$ cat src/rtl/cust_hp_filter.sv
// cust_hp_filter: streaming first-order IIR high-pass (DC-offset removal)
// for multiplexed channels. One Q16.16 low-pass accumulator is kept per
// channel; each accepted sample is output minus its tracked DC level after
// one clock, tagged with its channel number. Channel numbers at or above
// CHANNELS pass through unchanged and touch no state.
module cust_hp_filter #(
    parameter int CHANNELS     = 1,
    parameter int CHANNELS_PW2 = 7
) (
    input  logic                      clk,
    input  logic                      reset,
    input  logic signed [15:0]        chan_in_sample,
    input  logic [CHANNELS_PW2-1:0]   chan_in_num,
    input  logic                      chan_in_valid,
    output logic                      chan_in_read,
    output logic signed [15:0]        chan_out_sample,
    output logic [CHANNELS_PW2-1:0]   chan_out_num,
    output logic                      chan_out_valid,
    input  logic                      chan_out_read,
    input  logic [15:0]               coeff
);

    logic signed [31:0] acc [CHANNELS];

    logic               accept;
    logic               hit;
    logic signed [15:0] lp;
    logic signed [16:0] diff;
    logic signed [15:0] diff_sat;
    logic signed [31:0] diff_ext;
    logic signed [31:0] coeff_ext;
    logic signed [31:0] product;
    logic signed [15:0] result;

    // The single output slot can take a new sample whenever it is empty or
    // being drained in this same cycle.
    assign chan_in_read = !chan_out_valid || chan_out_read;
    assign accept       = chan_in_valid && chan_in_read;

    // Look up the addressed channel's DC estimate with a compare loop so that
    // out-of-range channel numbers simply miss instead of aliasing an entry.
    always_comb begin
        hit = 1'b0;
        lp  = '0;
        for (int c = 0; c < CHANNELS; c++) begin
            if (chan_in_num == CHANNELS_PW2'(c)) begin
                hit = 1'b1;
                lp  = acc[c][31:16];
            end
        end
    end

    // Difference, clamp to 16 bits, and the accumulator increment. The 32-bit
    // product only needs its low bits: alpha < 1 keeps the sum in range.
    always_comb begin
        diff      = {chan_in_sample[15], chan_in_sample} - {lp[15], lp};
        diff_sat  = diff[15:0];
        if (diff[16] != diff[15]) begin
            diff_sat = diff[16] ? 16'sh8000 : 16'sh7fff;
        end
        diff_ext  = 32'(diff);
        coeff_ext = $signed({16'h0000, coeff});
        product   = diff_ext * coeff_ext;
        result    = hit ? diff_sat : chan_in_sample;
    end

    // Per-channel low-pass state: only the addressed in-range channel moves,
    // and only on an accepted sample.
    always_ff @(posedge clk or negedge reset) begin
        if (!reset) begin
            for (int c = 0; c < CHANNELS; c++) begin
                acc[c] <= '0;
            end
        end else if (accept) begin
            for (int c = 0; c < CHANNELS; c++) begin
                if (chan_in_num == CHANNELS_PW2'(c)) begin
                    acc[c] <= acc[c] + product;
                end
            end
        end
    end

    // Output slot: load on accept (replacing a sample drained this cycle),
    // empty on drain alone, otherwise hold steady.
    always_ff @(posedge clk or negedge reset) begin
        if (!reset) begin
            chan_out_sample <= '0;
            chan_out_num    <= '0;
            chan_out_valid  <= 1'b0;
        end else if (accept) begin
            chan_out_sample <= result;
            chan_out_num    <= chan_in_num;
            chan_out_valid  <= 1'b1;
        end else if (chan_out_read) begin
            chan_out_valid  <= 1'b0;
        end
    end

endmodule

$ cat config.mk
export PLATFORM = sky130hd
export DESIGN_NAME = cust_hp_filter
export DESIGN_NICKNAME = d
export VERILOG_FILES = /design/src/rtl/cust_hp_filter.sv
export SDC_FILE = /design/constraint.sdc
export NUM_CORES = 1
export LEC_CHECK = 0
export CORE_ASPECT_RATIO = 1.75
export CORE_MARGIN = 3
export CORE_UTILIZATION = 40
export CTS_CLUSTER_SIZE = 14
export DETAILED_ROUTE_END_ITERATION = 12
export PLACE_DENSITY_LB_ADDON = 0.1
export SLEW_MARGIN = 10
export SYNTH_ARGS = -nofsm -noshare
export SYNTH_HDL_FRONTEND = slang
export SYNTH_SLANG_ARGS = --single-unit
$ cat constraint.sdc
create_clock -name clk -period 7.6 [get_ports clk]
set_input_delay 1.52 -clock clk [delete_from_list [all_inputs] [get_ports clk]]
set_output_delay 1.52 -clock clk [all_outputs]
set_load 0.05 [all_outputs]
==> impl_metrics.json, run 1 <==
{
  "wl_per_cell_um": 18.0,
  "worstMarginPinSlew_ns": 0.776,
  "end_kind": "flop",
  "whs_endpoint": "chan_out_sample[5]",
  "grt_use_total": 0.229,
  "cts-root-buf": "clkbuf_16",
  "gp_congestion": 0.862,
  "antenna_left": 0,
  "critPathLaunch": "chan_in_num[3]",
  "row_count": 91,
  "grt_pass1_vias": 12900,
  "ys.flop_type": "dfrtp_1",
  "numCtsBuffers": 5,
  "hold_viol": 0,
  "start_kind": "input port",
  "worst_ep_arrival_time_ns": 9.47,
  "drt-initial-drc-count": 293,
  "placed_cell_area_um2": 17600,
  "overflow": 0,
  "cts_htree_levels": 2,
  "finalCriticalPeriod_ns": 9.29,
  "hold_path.class": "flop to flop",
  "drv_slew": 0,
  "start_util": 0.407,
  "syn_nets": 2040,
  "rr_worst_depth": 30,
  "yosys.cell_types.count": 62,
  "portBuffers": 67,
  "cts_buffer_depth": 2,
  "synth_cells": 1592,
  "r2r_setup_slack_ns": 0.16,
  "ioPinCount": 68,
  "critical_path.top_delay_family": "adder cells",
  "layout-drive-gt1-share": 0.247,
  "multi_input_area_um2": 12200,
  "avgSynthCellArea_um2": 9.09,
  "drt_first_pass_iters": 4,
  "numClockSinks": 56,
  "die_area_um2": 38600,
  "wl_met2_mm": 26.3,
  "holdWs_ns": 0.486,
  "r2r-end": "acc[31]",
  "finalSetupViolCount": 24,
  "status": "complete, but fails checks",
  "synthToLayoutAreaGrowth_pct": 29.8,
  "reg2reg_from": "acc[16]",
  "crit_slowest_cell": "fa_1",
  "ys_seq_elements": 56,
  "grt_pass1_wl_mm": 68.2,
  "dp_hpwl_mm": 35.6,
  "wl_met3_um": 525,
  "die_width_um": 150,
  "finalCritPeriodShare": 1.22,
  "cts.clk_slew.worst_paths_ns": 0.08,
  "design_area_um2": 18800,
  "holdPathStages": 1,
  "core_area_um2": 35500,
  "wirelength_mm": 42.2,
  "cp.required_ns": 7.78,
  "cpMostUsedCell": "fa_1",
  "regArea_um2": 1400,
  "synth_edf_count": 0,
  "via_per_inst": 4.83,
  "cts_tree": "done",
  "grt_max_degree": 59,
  "critPathKind": "input port to flop",
  "path_max_fanout": 7,
  "fmax_ghz": 0.108,
  "finalNetCount": 2320,
  "cts_hold_buf": 0,
  "cpPeakStageDelay_ns": 0.63,
  "drv_cap": 0,
  "drc": 0,
  "route.layer.met1.wl_mm": 13.8,
  "top_layer_used": "met4",
  "yosysSeqAreaShare": 0.0969,
  "final_cell_mix": "inv_1, fa_1, buf_4",
  "crit_buf_inv": 7,
  "final_common_cell": "inv_1",
  "antenna_found_initial": 0,
  "syn_area_um2": 14500,
  "n_fill_cell": 3394,
  "max_slew_margin": 0.482,
  "diodes": 0,
  "rsz0062_at_grt": "true",
  "layout_setup_ws_ns": -1.69,
  "async_reset_ff_frac": 1.00,
  "vias": 11300,
  "yosys_warnings": 0,
  "finClkSkew_ns": 0.0102,
  "clk_latency_ns": 0.32,
  "violations": "negative setup slack",
  "fp.dieH_um": 258,
  "min_from": "chan_out_sample[5]"
}
metrics by stage:
step | setup TNS [ns] | setup WS [ns] | std cells | utilization
2_1_floorplan | -30.18 | -1.75 | 1592 | -
5_1_grt | -38.96 | -2.00 | 2338 | 0.529
3_3_place_gp | -51.08 | -2.51 | 2283 | 0.495
4_1_cts | -29.05 | -1.70 | 2320 | 0.517
3_5_place_dp | -53.72 | -2.62 | 2283 | 0.495
6_report | -31.56 | -1.69 | 2338 | 0.529
registers in the layout, summed over array words and instances (netlist names):
name	cells
chan_out_num	7
chan_out_valid	1
chan_out_sample	16
acc	32
area by class of cell:
class / count / area share
multi-input combinational: 1081 / 0.649
timing repair buffer: 323 / 0.156
inverter: 405 / 0.0809
sequential: 56 / 0.0746
tap: 465 / 0.0310
clock buffer: 5 / 0.00666
clock inverter: 3 / 0.00147
per-layer routing:
metal,global-route usage,up-vias
met4,0.0649,0
li1,-,5289
met3,0.0133,62
met2,0.482,112
met1,0.232,5825
met5,0,-
cell usage after synthesis, types with 4 or more instances:
master | n | share of area
fa_1 | 303 | 0.42
nand2b_1 | 19 | 0.0082
a21oi_1 | 44 | 0.015
ha_1 | 102 | 0.088
a211oi_1 | 7 | 0.0036
nand2_1 | 174 | 0.045
nor2b_1 | 33 | 0.014
and3_1 | 5 | 0.0022
nor2_1 | 28 | 0.0073
xnor2_1 | 35 | 0.021
mux2_2 | 13 | 0.010
and2_2 | 6 | 0.0031
nor3_1 | 5 | 0.0017
clkbuf_1 | 42 | 0.011
nand4_1 | 5 | 0.0022
and2b_1 | 7 | 0.0036
and2_1 | 121 | 0.052
o21ai_0 | 50 | 0.017
and2_4 | 6 | 0.0036
xor2_1 | 23 | 0.014
nand3_1 | 8 | 0.0028
a21o_1 | 12 | 0.0062
o21ai_1 | 8 | 0.0028
dfrtp_1 | 56 | 0.097
o21a_1 | 5 | 0.0026
a311o_1 | 4 | 0.0028
o31ai_1 | 7 | 0.0036
buf_2 | 5 | 0.0017
nor4_1 | 4 | 0.0017
o22ai_1 | 8 | 0.0035
inv_1 | 405 | 0.11
kinds of logic (layout without fill, tap and decap cells):
kind of cell	Yosys count	in the layout	synth area share
buffers and inverters	456	736	0.120
AND/OR/NAND/NOR	429	429	0.153
adder cells (fa/ha/maj)	405	405	0.507
AO/OA/AOI/OAI	173	173	0.0751
XOR/XNOR	60	61	0.0374
flip-flops	56	56	0.0969
multiplexers	13	13	0.0101
worst max-delay path by stage:
stage / to / slack [ns] / depth (start not counted)
2_1_floorplan: acc[31] / -1.75 / 35
3_3_place_gp: acc[31] / -2.51 / 34
3_5_place_dp: acc[31] / -2.62 / 34
4_1_cts: acc[25] / -1.70 / 33
5_1_grt: acc[31] / -2.00 / 38
6_report: acc[31] / -1.69 / 33
repair_timing:
action	CTS	global route
buffers inserted	28	18
resized for setup	110	69
setup endpoints to repair	26	25
pin swaps	90	58
cloned	1	1
Power of run 1 is not shown: default switching activity piles up to over one toggle a cycle in this logic, so the estimate is an artifact.
==> inputs of run 2 (changes only) <==
ABC_AREA = 1   (was default)
CORE_ASPECT_RATIO = 0.8   (was 1.75)
==> impl_metrics.json, run 2 <==
{
  "layout_setup_ws_ns": -0.689,
  "antenna_left": 0,
  "synth_top_area_cell": "fa_1",
  "diodes": 0,
  "status": "complete, but fails checks",
  "critPathKind": "input port to flop",
  "syn_nets": 2324,
  "yosys_warnings": 0,
  "cp.required_ns": 7.81,
  "avgSynthCellArea_um2": 7.86,
  "finalCritPeriodShare": 1.09,
  "final_cell_mix": "inv_1, nand2_1, buf_4",
  "hold_viol": 0,
  "yosys.cell_types.count": 46,
  "portBuffers": 67,
  "top_register": "acc",
  "rsz0062_at_grt": "true",
  "critical_path.top_delay_family": "adder cells",
  "cts.clk_slew.worst_paths_ns": 0.08,
  "drt-initial-drc-count": 797,
  "core_area_um2": 36100,
  "finalSetupViolCount": 22,
  "path_max_fanout": 5,
  "reg_top3": "acc: 32 flops, chan_out_sample: 16 flops, chan_out_num: 7 flops",
  "layout-drive-gt1-share": 0.325,
  "die_width_um": 221,
  "synth_area_leaders": "fa_1, inv_1, dfrtp_1, nand2_1, ha_1",
  "drv_cap": 0,
  "grt_pass1_wl_mm": 79.2,
  "cts_tree": "done",
  "drt_first_pass_iters": 5,
  "max_slew_margin": 0.475,
  "antenna_found_initial": 1,
  "ys.flop_type": "dfrtp_1",
  "row_count": 62,
  "dp_slack_ns": -1.69,
  "cts-root-buf": "clkbuf_16",
  "gp_congestion": 0.927,
  "async_reset_ff_frac": 1.00,
  "drv_slew": 0,
  "yosysMostFrequentCell": "inv_1",
  "numCtsBuffers": 5,
  "cts_htree_levels": 2,
  "n_fill_cell": 3287,
  "synth_edf_count": 0,
  "wl_per_cell_um": 18.5,
  "vias": 13300,
  "crit_buf_inv": 14,
  "syn_area_um2": 14700,
  "wirelength_mm": 50.7,
  "end_kind": "flop",
  "grt_max_degree": 57,
  "finalCriticalPeriod_ns": 8.29,
  "worst_ep_arrival_time_ns": 8.50,
  "largest_register_ffs": 32,
  "worstMarginPinSlew_ns": 0.787,
  "numClockSinks": 56,
  "cts_buffer_depth": 2,
  "cpMostUsedCell": "inv_1",
  "ys_seq_elements": 56,
  "fp.dieH_um": 178,
  "grt_use_total": 0.270,
  "clk_latency_ns": 0.33,
  "yosysSeqAreaShare": 0.0951,
  "hold_path.class": "flop to flop",
  "dp_hpwl_mm": 43.2,
  "synthTopCellsByCount": "inv_1, nand2_1, fa_1",
  "drc": 0,
  "die_area_um2": 39200,
  "via_per_inst": 4.86,
  "start_kind": "input port",
  "grt_pass1_vias": 13700,
  "synthToLayoutAreaGrowth_pct": 42.6,
  "fmax_ghz": 0.121,
  "finalNetCount": 2701,
  "start_util": 0.408,
  "synth_cells": 1876,
  "violations": "negative setup slack",
  "crit_slowest_cell": "fa_2",
  "ioPinCount": 68,
  "overflow": 0,
  "finClkSkew_ns": 0.0176,
  "final_common_cell": "inv_1",
  "cpPeakStageDelay_ns": 0.63,
  "netlist.area_leader.share": 0.412
}
run 2: final cells by class:
class,count,area [µm²],area share
Multi-Input combinational cell,1285,13200,0.630
Timing Repair Buffer,415,3720,0.177
Inverter,490,1900,0.0904
Sequential cell,56,1400,0.0667
Tap cell,480,601,0.0286
Clock buffer,5,125,0.00595
Clock inverter,3,33.8,0.00161
run 2: timing repair:
action                     in CTS  in global routing
setup buffers                  43                 25
resized for setup             287                155
pin swaps                     132                 96
cloned                          2                  0
setup endpoints to repair      24                 24
hold buffers                    0                  0
run 2: tightest hold or removal path, stage by stage, from the launching register on:
cell and delay [ns]:
dfrtp_1 0.35, nand2_1 0.05, nand2_1 0.06
run 2: final timing paths:
| path | slack (ns) | cells past startpoint | end | from |
|---|---|---|---|---|
| max in group asynchronous | 5.72 | 2 | acc[14] | reset |
| min in group asynchronous | 1.35 | 2 | chan_out_num[3] | reset |
| min | 0.49 | 2 | chan_out_sample[1] | chan_out_sample[1] |
| max reg2reg | 0.41 | 35 | acc[31] | acc[17] |
| min reg2reg | 0.49 | 2 | chan_out_sample[1] | chan_out_sample[1] |
| max | -0.69 | 40 | acc[31] | chan_in_num[3] |
run 2: through the flow:
stage                     TNS (ns)  area (µm²)  hold slack (ns)  utilization  cells
final                        -9.10       21000            0.486        0.581   2734
after floorplan              -4.92       15400            0.448            -   1876
after CTS                   -10.62       20300            0.489        0.561   2711
after global placement      -30.25       18700            0.461        0.518   2660
after detailed placement    -30.91       18700            0.464        0.518   2660
after global routing        -14.78       21000            0.501        0.581   2734
run 2: logic make-up (layout without fill, tap and decap cells):
| family | Yosys count | count (layout) | share of synthesized area |
|---|---|---|---|
| buffers and inverters | 535 | 913 | 0.138 |
| and+or+nand+nor | 694 | 694 | 0.192 |
| adders and majority gates | 405 | 405 | 0.498 |
| AOI/OAI and AO/OA | 161 | 161 | 0.0611 |
| xor gates and xnor gates | 25 | 25 | 0.0159 |
| DFF | 56 | 56 | 0.0951 |
run 2: layer usage:
layer / global-route usage / vias to the layer above / share of wire
met1: 0.393 / 6702 / 0.46
met2: 0.424 / 282 / 0.46
met4: 0.0597 / 2 / 0.022
li1: - / 6249 / -
met3: 0.0436 / 49 / 0.054
met5: 0 / - / 0.00022
Power of run 2 is left out for the same reason.
